<file path="src/rtl/mem_copy_pkg.sv">
// Types and default widths shared by the copy/fill engine and the DataRAM bench.
package mem_copy_pkg;

    localparam int DEF_AW = 8;
    localparam int DEF_DW = 8;

    typedef enum logic [1:0] {
        IDLE  = 2'd0,
        READ  = 2'd1,
        WRITE = 2'd2,
        DONE  = 2'd3
    } state_e;

    typedef enum logic {
        COPY = 1'b0,
        FILL = 1'b1
    } mode_e;

endpackage

</file>
<file path="src/rtl/mem_copy_engine.sv">
// Byte-block copy/fill engine driving DataRAM: one access per cycle, COPY takes 2N+1 cycles, FILL N+1.
// No backpressure; Start is ignored while Busy and the core is expected to stall on Busy.
module mem_copy_engine
    import mem_copy_pkg::*;
#(
    parameter int AW = DEF_AW,
    parameter int DW = DEF_DW
) (
    input  logic          CLK,
    input  logic          Reset,
    input  logic          Start,
    input  logic          Mode,
    input  logic [AW-1:0] SrcAddr,
    input  logic [AW-1:0] DstAddr,
    input  logic [AW-1:0] Length,
    input  logic [DW-1:0] FillValue,
    input  logic [DW-1:0] DataMemIn,
    output logic          MemRead,
    output logic          MemWrite,
    output logic [AW-1:0] Address,
    output logic [DW-1:0] DataSrc,
    output logic          Busy,
    output logic          Done
);

    state_e        state_q, state_d;
    mode_e         mode_q, mode_d;
    logic [AW-1:0] src_q, src_d;
    logic [AW-1:0] dst_q, dst_d;
    logic [AW-1:0] cnt_q, cnt_d;
    logic [DW-1:0] data_q, data_d;

    always_ff @(posedge CLK) begin
        if (Reset) begin
            state_q <= IDLE;
            mode_q  <= COPY;
            src_q   <= '0;
            dst_q   <= '0;
            cnt_q   <= '0;
            data_q  <= '0;
        end else begin
            state_q <= state_d;
            mode_q  <= mode_d;
            src_q   <= src_d;
            dst_q   <= dst_d;
            cnt_q   <= cnt_d;
            data_q  <= data_d;
        end
    end

    always_comb begin
        state_d  = state_q;
        mode_d   = mode_q;
        src_d    = src_q;
        dst_d    = dst_q;
        cnt_d    = cnt_q;
        data_d   = data_q;
        MemRead  = 1'b0;
        MemWrite = 1'b0;
        Address  = '0;
        DataSrc  = '0;
        Busy     = (state_q != IDLE);
        Done     = 1'b0;

        case (state_q)
            IDLE: begin
                if (Start) begin
                    mode_d = mode_e'(Mode);
                    src_d  = SrcAddr;
                    dst_d  = DstAddr;
                    cnt_d  = Length;
                    data_d = FillValue;
                    if (Length == '0)
                        state_d = DONE;
                    else if (mode_e'(Mode) == FILL)
                        state_d = WRITE;
                    else
                        state_d = READ;
                end
            end
            READ: begin
                MemRead = 1'b1;
                Address = src_q;
                data_d  = DataMemIn;
                src_d   = src_q + AW'(1);
                state_d = WRITE;
            end
            WRITE: begin
                // Overlap is not corrected: a later READ may see a byte this WRITE just stored.
                MemWrite = 1'b1;
                Address  = dst_q;
                DataSrc  = data_q;
                dst_d    = dst_q + AW'(1);
                cnt_d    = cnt_q - AW'(1);
                if (cnt_q == AW'(1))
                    state_d = DONE;
                else if (mode_q == FILL)
                    state_d = WRITE;
                else
                    state_d = READ;
            end
            DONE: begin
                Done    = 1'b1;
                state_d = IDLE;
            end
            default: state_d = IDLE;
        endcase
    end

endmodule

</file>
<file path="config.mk">
export PLATFORM = sky130hd
export DESIGN_NAME = mem_copy_engine
export DESIGN_NICKNAME = d
export VERILOG_FILES = /design/src/rtl/mem_copy_pkg.sv /design/src/rtl/mem_copy_engine.sv
export SDC_FILE = /design/constraint.sdc
export NUM_CORES = 1
export LEC_CHECK = 0
export CORE_MARGIN = 2
export CORE_UTILIZATION = 53
export CTS_BUF_LIST = sky130_fd_sc_hd__clkbuf_4
export CTS_CLUSTER_DIAMETER = 200
export DETAILED_ROUTE_END_ITERATION = 6
export GPL_TIMING_DRIVEN = 0
export PLACE_DENSITY_LB_ADDON = 0.25
export SLEW_MARGIN = 30
export SYNTH_ARGS = -nofsm -noshare
export SYNTH_HDL_FRONTEND = slang
export SYNTH_SLANG_ARGS = --single-unit
</file>
<file path="constraint.sdc">
create_clock -name CLK -period 3.7 [get_ports CLK]
set_clock_uncertainty 0.15 [all_clocks]
set_input_delay 0.74 -clock CLK [delete_from_list [all_inputs] [get_ports CLK]]
set_output_delay 0.74 -clock CLK [all_outputs]
set_load 0.1 [all_outputs]
</file>
==> run_results.csv <==
group,metric,value,unit
synthesis,syn_nets,340,
timing,hold_viol,0,
synthesis,yosysSeqAreaShare,31.43,%
die,die_h,68.86,um
clock_tree,clkTransAtPathRegs,110,ps
worst_setup_path,cp.buffers_inverters,4,
power_and_ir_drop,p_sw_share,49.34,%
clock_tree,cts_made_buffers,5,
global_routing,gr-total-overflow,0,
global_routing,antenna_found_initial,0,
synthesis,avgSynthCellArea,7.742,um^2
power_and_ir_drop,total_power,1.723,mW
synthesis,yosysTopAreaCellShare,31.43,%
clock_tree,cts_root_buf,"clkbuf_4",
synthesis,ys_types,41,
synthesis,synth-seq-cells,35,
timing,max_freq,0.2844,GHz
clock_tree,clkLatencyLatePin,360,ps
timing,worst_slack,184.1,ps
synthesis,synthCells,288,
die,rows,23,
routing,routed_via_density,6.197,
power_and_ir_drop,clock_power_share,12.3,%
global_routing,grt_max_degree,12,
worst_setup_path,path_class,"flip-flop to primary output",
final_layout,drive_gt1_share,13.17,%
timing,min_period_over_period,95.03,%
routing,wl_per_cell,16.55,um
power_and_ir_drop,leakagePower,1.080,nW
die,floorplan.initialDensity,55.34,%
place,placed_cells,399,
worst_hold_path,whs_endpoint,"mode_q",
timing,rsz0062_at_grt,"false",
power_and_ir_drop,power_frac_seq,33.1,%
worst_hold_path,hold_path_startpoint,"mode_q",
worst_setup_path,timing.rr.end,"dst_q[2]",
power_and_ir_drop,ir_drop,0.0003446,V
synthesis,async_flop_share,0,%
place,io_buffers,61,
worst_setup_path,crit_path_end_kind,"primary output",
worst_setup_path,cp_top_family,"buffers and inverters",
clock_tree,ctsHtreeMaxLevel,2,
final_layout,instances_no_fill,407,
routing,totalWireLength,6.736,mm
global_routing,grt_pass1_vias,2304,
worst_setup_path,ff2ff_path_depth,8,
place,place_ws,16.87,ps
timing,drv_slew,0,
worst_setup_path,crit_chain,"inv_1, ha_1, buf_2, clkbuf_1, a22oi_1, nor2b_4, clkdlybuf4s15_2",
worst_setup_path,start_kind,"flip-flop",
worst_setup_path,cp.required,2810,ps
die,ioPinCount,64,
final_layout,nets,408,
timing,final-setup-viol-count,0,
place,dp_hpwl,4.879,mm
synthesis,yosys-top-cells-area,"dfxtp_1 (31%), mux2i_1 (6.3%), nor2_1 (4.9%), a211oi_1 (4.7%), a21oi_1 (4.5%)",
routing,drt-pass1-iter-count,5,
timing,relSlewSlack,34.73,%
global_routing,grt_first_pass_wirelength,10.74,mm
clock_tree,clockBufferDepth,2,
worst_setup_path,r2r_slack,1510,ps
worst_setup_path,cp_max_fo,10,
synthesis,yosysTopAreaCell,"dfxtp_1",
worst_setup_path,slowest_delay,560,ps
worst_setup_path,r2r-start,"state_q[0]",
run_status,status,"complete, no violations",
worst_hold_path,hold_path_depth,2,
synthesis,netlist_area,2230,um^2
synthesis,synthFlopType,"dfxtp_1",
routing,drt_iter0_drc,180,
power_and_ir_drop,p_int,872.8,uW
die,coreArea,4029,um^2
flow_run,maxCapViolations,0,
final_layout,syn_to_final_growth,31.99,%
clock_tree,cts_tree,"built",
power_and_ir_drop,p_sw,850.1,uW
routing,post-route-drc-count,0,
global_routing,track_usage,30.51,%
routing,final_antenna_net_count,0,
die,dieArea,4742,um^2
die,die_width,68.86,um
worst_setup_path,critPathArrivalTime,2630,ps
timing,fin_crit,3516,ps
synthesis,synth_edf_count,0,
clock_tree,cts_setup_buffers,0,
clock_tree,clkSinkCount,35,
final_layout,diodes,0,
power_and_ir_drop,pwr-share-comb,54.6,%
place,place_area,2939,um^2
final_layout,design_area,2943,um^2
worst_hold_path,hold_path_class,"flip-flop to flip-flop",
place,place.gp.congestion,0.8868,
routing,vias,2522,
synthesis,yosysWarnings,0,
power_and_ir_drop,power_density,585.5,nW/um^2
worst_setup_path,cpMaxStageDelayCell,"clkdlybuf4s15_2",
timing,worst_slew_pin_slew,976.0,ps
final_layout,n_fill_cell,325,
[timing repair]
item,in CTS,in global routing
resized for setup,30,18
hold buffers,0,0
endpoints found under the setup margin,16,11
pin swaps,0,0
[power groups by stage]
| stage | clock, mW | sequential [mW] | combinational (mW) |
|---|---|---|---|
| detailed placement | 0 | 0.574 | 0.941 |
| CTS | 0.215 | 0.565 | 0.936 |
| floorplan | 0 | 0.542 | 0.719 |
| finish | 0.213 | 0.570 | 0.940 |
| global placement | 0 | 0.565 | 0.921 |
| global route | 0.228 | 0.582 | 1.02 |
[cells by family after synthesis]
group	Yosys count	synth area share, %
adder cells (fa/ha/maj)	8	4.490
AO/OA/AOI/OAI	88	26.54
AND/OR/NAND/NOR	105	23.46
multiplexers	16	7.295
flip-flops	35	31.43
buffers and inverters	36	6.790
[state kept, by name, summed over array words and instances, names as in the netlist]
signal   cells
src_q        8
state_q      2
dst_q        8
data_q       8
cnt_q        8
mode_q       1
[synth_stat cells (all sizes together), types with 2 or more instances]
library cell  number
o32ai              5
ha                 8
a211oi            14
o21a               2
a311oi             2
a21boi             2
mux2               2
o22ai              2
nand3             11
inv               12
buf               11
nor2b             11
and2               8
a31oi              5
a21oi             20
clkbuf            13
nand2             21
o21ai             15
nand2b             2
nor2              29
or4                2
nor4               4
or3                4
mux2i             14
o2bb2ai            4
a22oi             10
nand4              5
nor3               5
dfxtp             35
[worst reg2reg max path, cell delays in order (launching register included)]
cell and delay [ps]:
dfxtp_1 420, inv_1 90, ha_1 210, buf_2 170, inv_1 220, clkbuf_1 410
o21ai_0 200, a22oi_1 170, nor2_1 50
[worst max-delay path by stage]
stage / startpoint / end / slack (ps) / cells after the start
2_1_floorplan: state_q[0] / Address[2] / -80 / 7
4_1_cts: state_q[0] / DataSrc[2] / 0.7 / 7
3_5_place_dp: state_q[1] / Address[6] / 20 / 7
6_report: state_q[1] / Address[0] / 180 / 7
5_1_grt: state_q[0] / Address[2] / 30 / 8
3_3_place_gp: state_q[0] / Address[2] / 50 / 8
[layout by cell type (no fill, tap or decap), drive strengths merged, types with 3 or more instances in the layout]
| cell | instances |
|---|---|
| clkinv | 3 |
| nor4 | 4 |
| or3 | 4 |
| nor2b | 11 |
| clkdlybuf4s50 | 45 |
| nand3 | 11 |
| a211oi | 14 |
| dfxtp | 35 |
| a22oi | 10 |
| nor3 | 5 |
| inv | 12 |
| o2bb2ai | 4 |
| a21oi | 20 |
| clkbuf | 29 |
| nand2 | 21 |
| a31oi | 5 |
| clkdlybuf4s15 | 5 |
| o21ai | 15 |
| and2 | 8 |
| mux2i | 14 |
| buf | 11 |
| nor2 | 29 |
| ha | 8 |
| nand4 | 5 |
| o32ai | 5 |
[metal layers]
layer  track usage (%)  vias up  wire length, um
met3             5.195       13              581
met1             37.35     1179             2783
met4             12.25        0               80
li1                  -     1191                -
met5                 0        -                0
met2             52.88      139             3290
[per-stage QoR]
stage | TNS [ps] | util [%] | hold WS [ps]
2_1_floorplan | -82.67 | - | 295.2
3_3_place_gp | 0 | 72.95 | 304.1
3_5_place_dp | 0 | 72.95 | 322.8
4_1_cts | 0 | 74.19 | 338.4
5_1_grt | 0 | 73.04 | 358.2
6_report | 0 | 73.04 | 338.1
[layout make-up]
class,count,area [um^2],share of cell area [%]
sequential,35,700.7,23.81
tap,50,62.56,2.126
timing repair buffer,61,561.8,19.09
clock inverter,3,15.01,0.5102
inverter,12,45.04,1.531
clock buffer,5,37.54,1.276
buffer,24,106.4,3.614
multi-input combinational,217,1414,48.04
(Power assumes the default switching activity.)
